<file path="src/rtl/alu_bcd_sequencer.sv">
// rtl/alu_bcd_sequencer.sv - multi-cycle ADC/SBC sequencer with BCD adjust driving a shared 8-bit ALU
//
// Owns the ALU operand, op and carry-in lines. Binary mode runs one add/sub
// step. Decimal mode runs the binary step, then a low-nibble and a
// high-nibble adjust step, both as plain adds through the same ALU.
//
// Build option: ALU_BCD_SEQ_SKIP_EN - when defined, decimal adjust steps whose
// addend would be 8'h00 are skipped. Results and flags do not change.
//
// Parameter:
//   ALU_WAIT      extra hold cycles per ALU step (0..3)
// Ports:
//   clk, reset    clock (rising edge), async active-high reset
//   start         request, accepted in IDLE or DONE
//   op_sub        0 = ADC, 1 = SBC
//   d_flag        decimal mode
//   opa, opb      operands A and M (8 bit)
//   c_in          carry flag in
//   busy          request in progress
//   done          one-cycle completion pulse
//   result        final value (8 bit), held until the next completion
//   c_out,z,n,v   final flags, held with result
//   alu_a, alu_b  ALU operands (8 bit)
//   alu_op        4'h2 add, 4'h3 sub (ALU inverts alu_a)
//   alu_cin       ALU carry in
//   alu_y         ALU result (8 bit)
//   alu_cout      ALU carry out
//   alu_overflow  ALU signed overflow
module alu_bcd_sequencer #(
  parameter int ALU_WAIT = 0
) (
  input  logic       clk,
  input  logic       reset,
  input  logic       start,
  input  logic       op_sub,
  input  logic       d_flag,
  input  logic [7:0] opa,
  input  logic [7:0] opb,
  input  logic       c_in,
  output logic       busy,
  output logic       done,
  output logic [7:0] result,
  output logic       c_out,
  output logic       z,
  output logic       n,
  output logic       v,
  output logic [7:0] alu_a,
  output logic [7:0] alu_b,
  output logic [3:0] alu_op,
  output logic       alu_cin,
  input  logic [7:0] alu_y,
  input  logic       alu_cout,
  input  logic       alu_overflow
);

  localparam logic [3:0] OP_ADD    = 4'h2;
  localparam logic [3:0] OP_SUB    = 4'h3;
  localparam logic [1:0] WAIT_LAST = 2'(ALU_WAIT);

  typedef enum logic [2:0] {
    S_IDLE,
    S_BIN,
    S_ADJ_LO,
    S_ADJ_HI,
    S_DONE
  } state_t;

  state_t     state_q;
  logic [1:0] cnt_q;
  logic       issued_q;

  // Operands and mode latched at accept
  logic [7:0] a_q;
  logic [7:0] m_q;
  logic       c_q;
  logic       sub_q;
  logic       dec_q;

  // Intermediate step flags
  logic       bin_c_q;
  logic       lo_c_q;
  logic       v_bin_q;

  // Registered outputs
  logic       busy_q;
  logic       done_q;
  logic [7:0] result_q;
  logic       c_out_q;
  logic       z_q;
  logic       n_q;
  logic       v_q;
  logic [7:0] alu_a_q;
  logic [7:0] alu_b_q;
  logic [3:0] alu_op_q;
  logic       alu_cin_q;

  // High-nibble addend from the step result it follows
  function automatic logic [7:0] hi_addend(input logic sub, input logic bin_c,
                                           input logic lo_c, input logic [7:0] r);
    if (sub) begin
      hi_addend = bin_c ? 8'h00 : 8'hA0;
    end else begin
      hi_addend = (bin_c || lo_c || (r[7:4] > 4'd9)) ? 8'h60 : 8'h00;
    end
  endfunction

  // Half carry is recomputed from the latched operands rather than taken
  // from the ALU, which only reports the full-width carry.
  logic [4:0] hc_sum;
  logic       hc;
  logic [3:0] m_lo;

  assign m_lo   = sub_q ? ~m_q[3:0] : m_q[3:0];
  assign hc_sum = {1'b0, a_q[3:0]} + {1'b0, m_lo} + {4'b0000, c_q};
  assign hc     = hc_sum[4];

  logic step_last;
  logic capture;

  assign step_last = (cnt_q == WAIT_LAST);
  // The first BIN cycle only launches the operands, so the ALU result is
  // captured on the last hold cycle after launch.
  assign capture = step_last &&
                   (((state_q == S_BIN) && issued_q) ||
                    (state_q == S_ADJ_LO) || (state_q == S_ADJ_HI));

  // Low-nibble addend; alu_y holds the BIN result in the BIN capture cycle
  logic [7:0] lo_b;

  always_comb begin
    lo_b = 8'h00;
    if (sub_q) begin
      if (!hc) lo_b = 8'hFA;
    end else if (hc || (alu_y[3:0] > 4'd9)) begin
      lo_b = 8'h06;
    end
  end

  // Next step and the carry that would be reported if finishing now
  state_t     step_d;
  logic [7:0] addend_d;
  logic       carry_d;
  logic       v_d;

  always_comb begin
    step_d   = S_DONE;
    addend_d = 8'h00;
    carry_d  = bin_c_q;
    v_d      = v_bin_q;
    case (state_q)
      S_BIN: begin
        carry_d = alu_cout;
        v_d     = alu_overflow;
        if (dec_q) begin
`ifdef ALU_BCD_SEQ_SKIP_EN
          if (lo_b != 8'h00) begin
            step_d   = S_ADJ_LO;
            addend_d = lo_b;
          end else if (hi_addend(sub_q, alu_cout, 1'b0, alu_y) != 8'h00) begin
            step_d   = S_ADJ_HI;
            addend_d = hi_addend(sub_q, alu_cout, 1'b0, alu_y);
          end
`else
          step_d   = S_ADJ_LO;
          addend_d = lo_b;
`endif
        end
      end
      S_ADJ_LO: begin
        carry_d = sub_q ? bin_c_q : (bin_c_q | alu_cout);
`ifdef ALU_BCD_SEQ_SKIP_EN
        if (hi_addend(sub_q, bin_c_q, alu_cout, alu_y) != 8'h00) begin
          step_d   = S_ADJ_HI;
          addend_d = hi_addend(sub_q, bin_c_q, alu_cout, alu_y);
        end
`else
        step_d   = S_ADJ_HI;
        addend_d = hi_addend(sub_q, bin_c_q, alu_cout, alu_y);
`endif
      end
      S_ADJ_HI: begin
        // alu_b still carries the high addend applied in this step
        carry_d = sub_q ? bin_c_q : (bin_c_q | lo_c_q | (alu_b_q != 8'h00));
      end
      default: begin
        step_d = S_DONE;
      end
    endcase
  end

  always_ff @(posedge clk or posedge reset) begin
    if (reset) begin
      state_q   <= S_IDLE;
      cnt_q     <= 2'd0;
      issued_q  <= 1'b0;
      a_q       <= 8'h00;
      m_q       <= 8'h00;
      c_q       <= 1'b0;
      sub_q     <= 1'b0;
      dec_q     <= 1'b0;
      bin_c_q   <= 1'b0;
      lo_c_q    <= 1'b0;
      v_bin_q   <= 1'b0;
      busy_q    <= 1'b0;
      done_q    <= 1'b0;
      result_q  <= 8'h00;
      c_out_q   <= 1'b0;
      z_q       <= 1'b0;
      n_q       <= 1'b0;
      v_q       <= 1'b0;
      alu_a_q   <= 8'h00;
      alu_b_q   <= 8'h00;
      alu_op_q  <= OP_ADD;
      alu_cin_q <= 1'b0;
    end else begin
      done_q <= 1'b0;
      case (state_q)
        S_IDLE, S_DONE: begin
          busy_q  <= 1'b0;
          state_q <= S_IDLE;
          if (start) begin
            a_q      <= opa;
            m_q      <= opb;
            c_q      <= c_in;
            sub_q    <= op_sub;
            dec_q    <= d_flag;
            lo_c_q   <= 1'b0;
            issued_q <= 1'b0;
            cnt_q    <= 2'd0;
            busy_q   <= 1'b1;
            state_q  <= S_BIN;
          end
        end
        S_BIN: begin
          if (!issued_q) begin
            // SBC feeds M on alu_a so the ALU's inversion yields A + ~M + c
            issued_q  <= 1'b1;
            cnt_q     <= 2'd0;
            alu_a_q   <= sub_q ? m_q : a_q;
            alu_b_q   <= sub_q ? a_q : m_q;
            alu_op_q  <= sub_q ? OP_SUB : OP_ADD;
            alu_cin_q <= c_q;
          end else if (!step_last) begin
            cnt_q <= cnt_q + 2'd1;
          end
        end
        S_ADJ_LO, S_ADJ_HI: begin
          if (!step_last) cnt_q <= cnt_q + 2'd1;
        end
        default: begin
          state_q <= S_IDLE;
        end
      endcase

      if (capture) begin
        cnt_q     <= 2'd0;
        alu_op_q  <= OP_ADD;
        alu_cin_q <= 1'b0;
        if (state_q == S_BIN) begin
          bin_c_q <= alu_cout;
          v_bin_q <= alu_overflow;
        end
        if (state_q == S_ADJ_LO) lo_c_q <= alu_cout;
        if (step_d == S_DONE) begin
          state_q  <= S_DONE;
          done_q   <= 1'b1;
          result_q <= alu_y;
          c_out_q  <= carry_d;
          z_q      <= (alu_y == 8'h00);
          n_q      <= alu_y[7];
          v_q      <= v_d;
        end else begin
          state_q <= step_d;
          alu_a_q <= alu_y;
          alu_b_q <= addend_d;
        end
      end
    end
  end

  assign busy    = busy_q;
  assign done    = done_q;
  assign result  = result_q;
  assign c_out   = c_out_q;
  assign z       = z_q;
  assign n       = n_q;
  assign v       = v_q;
  assign alu_a   = alu_a_q;
  assign alu_b   = alu_b_q;
  assign alu_op  = alu_op_q;
  assign alu_cin = alu_cin_q;

endmodule

</file>
<file path="config.mk">
export PLATFORM = sky130hd
export DESIGN_NAME = alu_bcd_sequencer
export DESIGN_NICKNAME = d
export VERILOG_FILES = /design/src/rtl/alu_bcd_sequencer.sv
export SDC_FILE = /design/constraint.sdc
export NUM_CORES = 1
export LEC_CHECK = 0
export CAP_MARGIN = 20
export CELL_PAD_IN_SITES_DETAIL_PLACEMENT = 2
export CELL_PAD_IN_SITES_GLOBAL_PLACEMENT = 2
export CORE_UTILIZATION = 30
export CTS_CLUSTER_DIAMETER = 80
export CTS_CLUSTER_SIZE = 25
export DETAILED_ROUTE_END_ITERATION = 7
export GPL_ROUTABILITY_DRIVEN = 1
export GPL_TIMING_DRIVEN = 0
export PLACE_DENSITY = 0.8
export SYNTH_ARGS = -nofsm -noshare
export SYNTH_HDL_FRONTEND = slang
export SYNTH_SLANG_ARGS = --single-unit
export TNS_END_PERCENT = 10
</file>
<file path="constraint.sdc">
create_clock -name clk -period 2.5 [get_ports clk]
set_input_delay 0.25 -clock clk [delete_from_list [all_inputs] [get_ports clk]]
set_output_delay 0.25 -clock clk [all_outputs]
set_load 0.05 [all_outputs]
</file>
==> key figures <==
Placed design
  • Placed cell areas: 3810 um2
  • I/O Buffers: 63
  • HPWL after DPL: 6.94 mm
  • Post-placement cell count: 503
  • DP Worst Slack: approximately 0.27 ns
  • Final GP Congestion: 0.787

CTS
  • Post_cts resized: 0
  • H-Tree Level Count: 3
  • Clock Latency Late Sink: 0.34 ns
  • TritonCTS clock tree: built
  • Root Buffer: clkbuf_8
  • CTS buffer count: 9
  • Hold_buf cts: 0
  • Clock sinks: 59
  • Post-CTS Setup Bufs: 0
  • Clock buffer depth: 2
  • Worst-path clk slew: around 0.07 ns

STA
  • Relative slew slack: roughly three fifths
  • Peak Freq: 443 MHz
  • TNS Setup: 0 ns
  • Fin. max-slew vios: 0
  • Clock Skews: between 0.01 and 0.015 ns
  • Final setup viols: 0
  • Worst setup margin: 0.243 ns
  • Hold Violations, Final: 0
  • RSZ-0062 raised after global routing: no
  • Final min period: 2.26 ns
  • Least-Margin Pin Slew: 0.579 ns
  • Period Utilization, post-route: between 90% and 100%
  • WHS: 0.290 ns

Worst setup path
  • Worst setup path category: reg2reg
  • Cells on worst reg2reg path: 8
  • RR Endpoint: alu_b[6]
  • CP startpoint kind: flop
  • Top fanout value on the critical path: 10
  • Worst reg2reg path startpoint: sub_q
  • CP arrival: 2.51 ns
  • Worst path required time: 2.75 ns
  • Setup crit end kind: flop
  • Reg-to-reg setup timing slack: between 0.2 and 0.25 ns

Final layout
  • Final Net Count: between 400 and 500
  • Diodes inserted: 0
  • Filler cells: 1086
  • Footprint of the multi-input gates: 1360 um2
  • Core Util, Final: 41.4%
  • Reg area: 1480 um2
  • Layout cells sized above 1: 13.0%
  • Design Area, Final: 4020 um2
  • Layout area overhead: 34.6%
  • Final cell count without fillers: just over 500

Routing
  • Drt first pass iters: 4
  • Routed via count: 2521
  • # DRC: 0
  • Via density per instance: between 4 and 5
  • Iter 0 DRT Violations: 64
  • Final ANT Viol Nets: 0
  • Post-Route WL: 9.08 mm
  • Routed length per placed instance: around 18 um

Yosys
  • Synth Cell Area: 2990 um2
  • Cell variety after synth: 45
  • Largest area contributor in the netlist: dfrtp_1
  • EDFF count, synth: 0
  • Ys flop type: dfrtp_1
  • Top cell type's share of synthesized area: approximately half
  • Fraction of registers with async set/reset: between 90% and 100%
  • Yosys warning total: 0
  • #FFs+latches synth: 59
  • Sequential fraction of the synthesis area: 49.4%
  • Post-Syn Instances: 305
  • Avg Cell Area, Syn: 9.80 um2
  • Synth top area cells: dfrtp_1, nand2_1, mux2i_1

GRT
  • GR Util All Layers: 19.1%
  • Pin count of the biggest net entering global routing: 36
  • Met2 GRT Util: 32.6%
  • GR Layer Usage met3: 2.53%
  • First-pass GRT wire length: 14.6 mm
  • Global route overflow: 0
  • Antenna violations before repair: 0
  • Met1 Use GR: between 20% and 30%
  • Vias in the first global route: 2766
  • GR peak layer: met2

Power and ir drop
  • Max IR drop VDD: 0.444 mV
  • Pwr Total: 6.01 mW
  • Reg power frac: 29.3%
  • Clock Power Share: 15.6%
  • Pint: 3.22 mW
  • Gate power share: 55.1%
  • Leakage: 1.82 nW
  • Net Sw Frac: a little under half
  • NetSw: 2.80 mW
  • Pwr/cell area: 1490 nW/um2

Floorplan
  • Core ar.: approximately 9700 um2
  • Die ar.: 10400 um2
  • Die Wd: just over 100 um
  • Die height: 102 um
  • Initial Utilization: between 30% and 40%
  • Row cnt: 36
  • Num ports: 67

Flow run
  • Max-cap check violation count: 0

Outcome
  • Status: completed

Worst hold path
  • HP Class: in2async
[layout make-up]
type / count / share of cell area, %
inverters: 9 / 0.840
multi-input cells: 218 / 33.7
flip-flops and latches: 59 / 36.7
clock buffers: 14 / 4.54
repair buffers: 64 / 16.2
clock inverters: 1 / 0.746
well taps: 133 / 4.14
plain buffers: 20 / 3.17
[logic make-up (layout without fill, tap and decap cells)]
kind of cell               count (synthesis)  in the layout  share of synthesized area (%)
AOI/OAI and AO/OA                         61             61                           13.6
muxes                                     29             29                           10.5
adders and majority gates                  6              6                           2.51
DFF                                       59             59                           49.4
other                                      2              3                          0.251
xor gates and xnor gates                   4              4                           1.17
and+or+nand+nor                          115            115                           17.2
buffers and inverters                     29            108                           5.40
[sequential cells by signal, summed over array words and instances (netlist names), 2 cells and up]
| signal | count |
|---|---|
| a_q | 8 |
| alu_a | 8 |
| alu_b | 8 |
| cnt_q | 2 |
| m_q | 8 |
| result | 8 |
| state_q | 3 |
[worst max-delay path: stages, from the launching register on]
cell	delay, ns
dfrtp_1	0.32
buf_2	0.20
buf_2	0.32
xor2_1	0.19
ha_1	0.25
a211oi_1	0.35
o21a_1	0.21
nand3_1	0.17
o211ai_1	0.16
[cell usage in the layout (no fill, tap or decap), types with 4 or more instances in the layout]
cell	instances
a211oi_1	7
ha_1	6
buf_2	9
o211ai_1	5
mux2_2	7
nor2_1	14
xor2_1	4
clkdlybuf4s50_1	63
o21a_1	4
clkbuf_8	13
dfrtp_1	59
nand2_1	76
inv_1	7
a21o_1	6
mux2i_1	19
a21oi_1	5
nand3_1	5
o21ai_0	22
buf_4	7
nor4_1	4
[power by group through the flow]
stage,clock network [mW],registers (mW),logic [mW]
2_1_floorplan,0,2.47,1.52
3_3_place_gp,0,1.75,3.21
3_5_place_dp,0,1.79,3.34
4_1_cts,0.962,1.77,3.36
5_1_grt,1.00,1.82,3.60
6_report,0.935,1.76,3.31
[Yosys cell counts (all sizes together), types with 5 or more instances]
library cell,instances
a211oi,7
a21o,6
a21oi,6
buf,18
dfrtp,59
ha,6
inv,9
mux2,10
mux2i,19
nand2,76
nand3,5
nor2,14
o211ai,5
o21ai,23
[layer usage]
metal | share of wire, % | vias to the layer above
met3 | 3.5 | 13
met1 | 44 | 1261
met2 | 50 | 58
met5 | 0 | -
li1 | - | 1189
met4 | 1.8 | 0
[worst max path at each step]
stage | slack (ns) | end | from
after global routing | 0.06 | alu_b[1] | sub_q
after detailed placement | 0.27 | alu_b[6] | sub_q
after CTS | 0.21 | alu_b[6] | sub_q
after global placement | -0.35 | result[4] | reset
final | 0.24 | alu_b[6] | sub_q
after floorplan | 0.67 | alu_b[5] | sub_q
(Power assumes the default switching activity.)
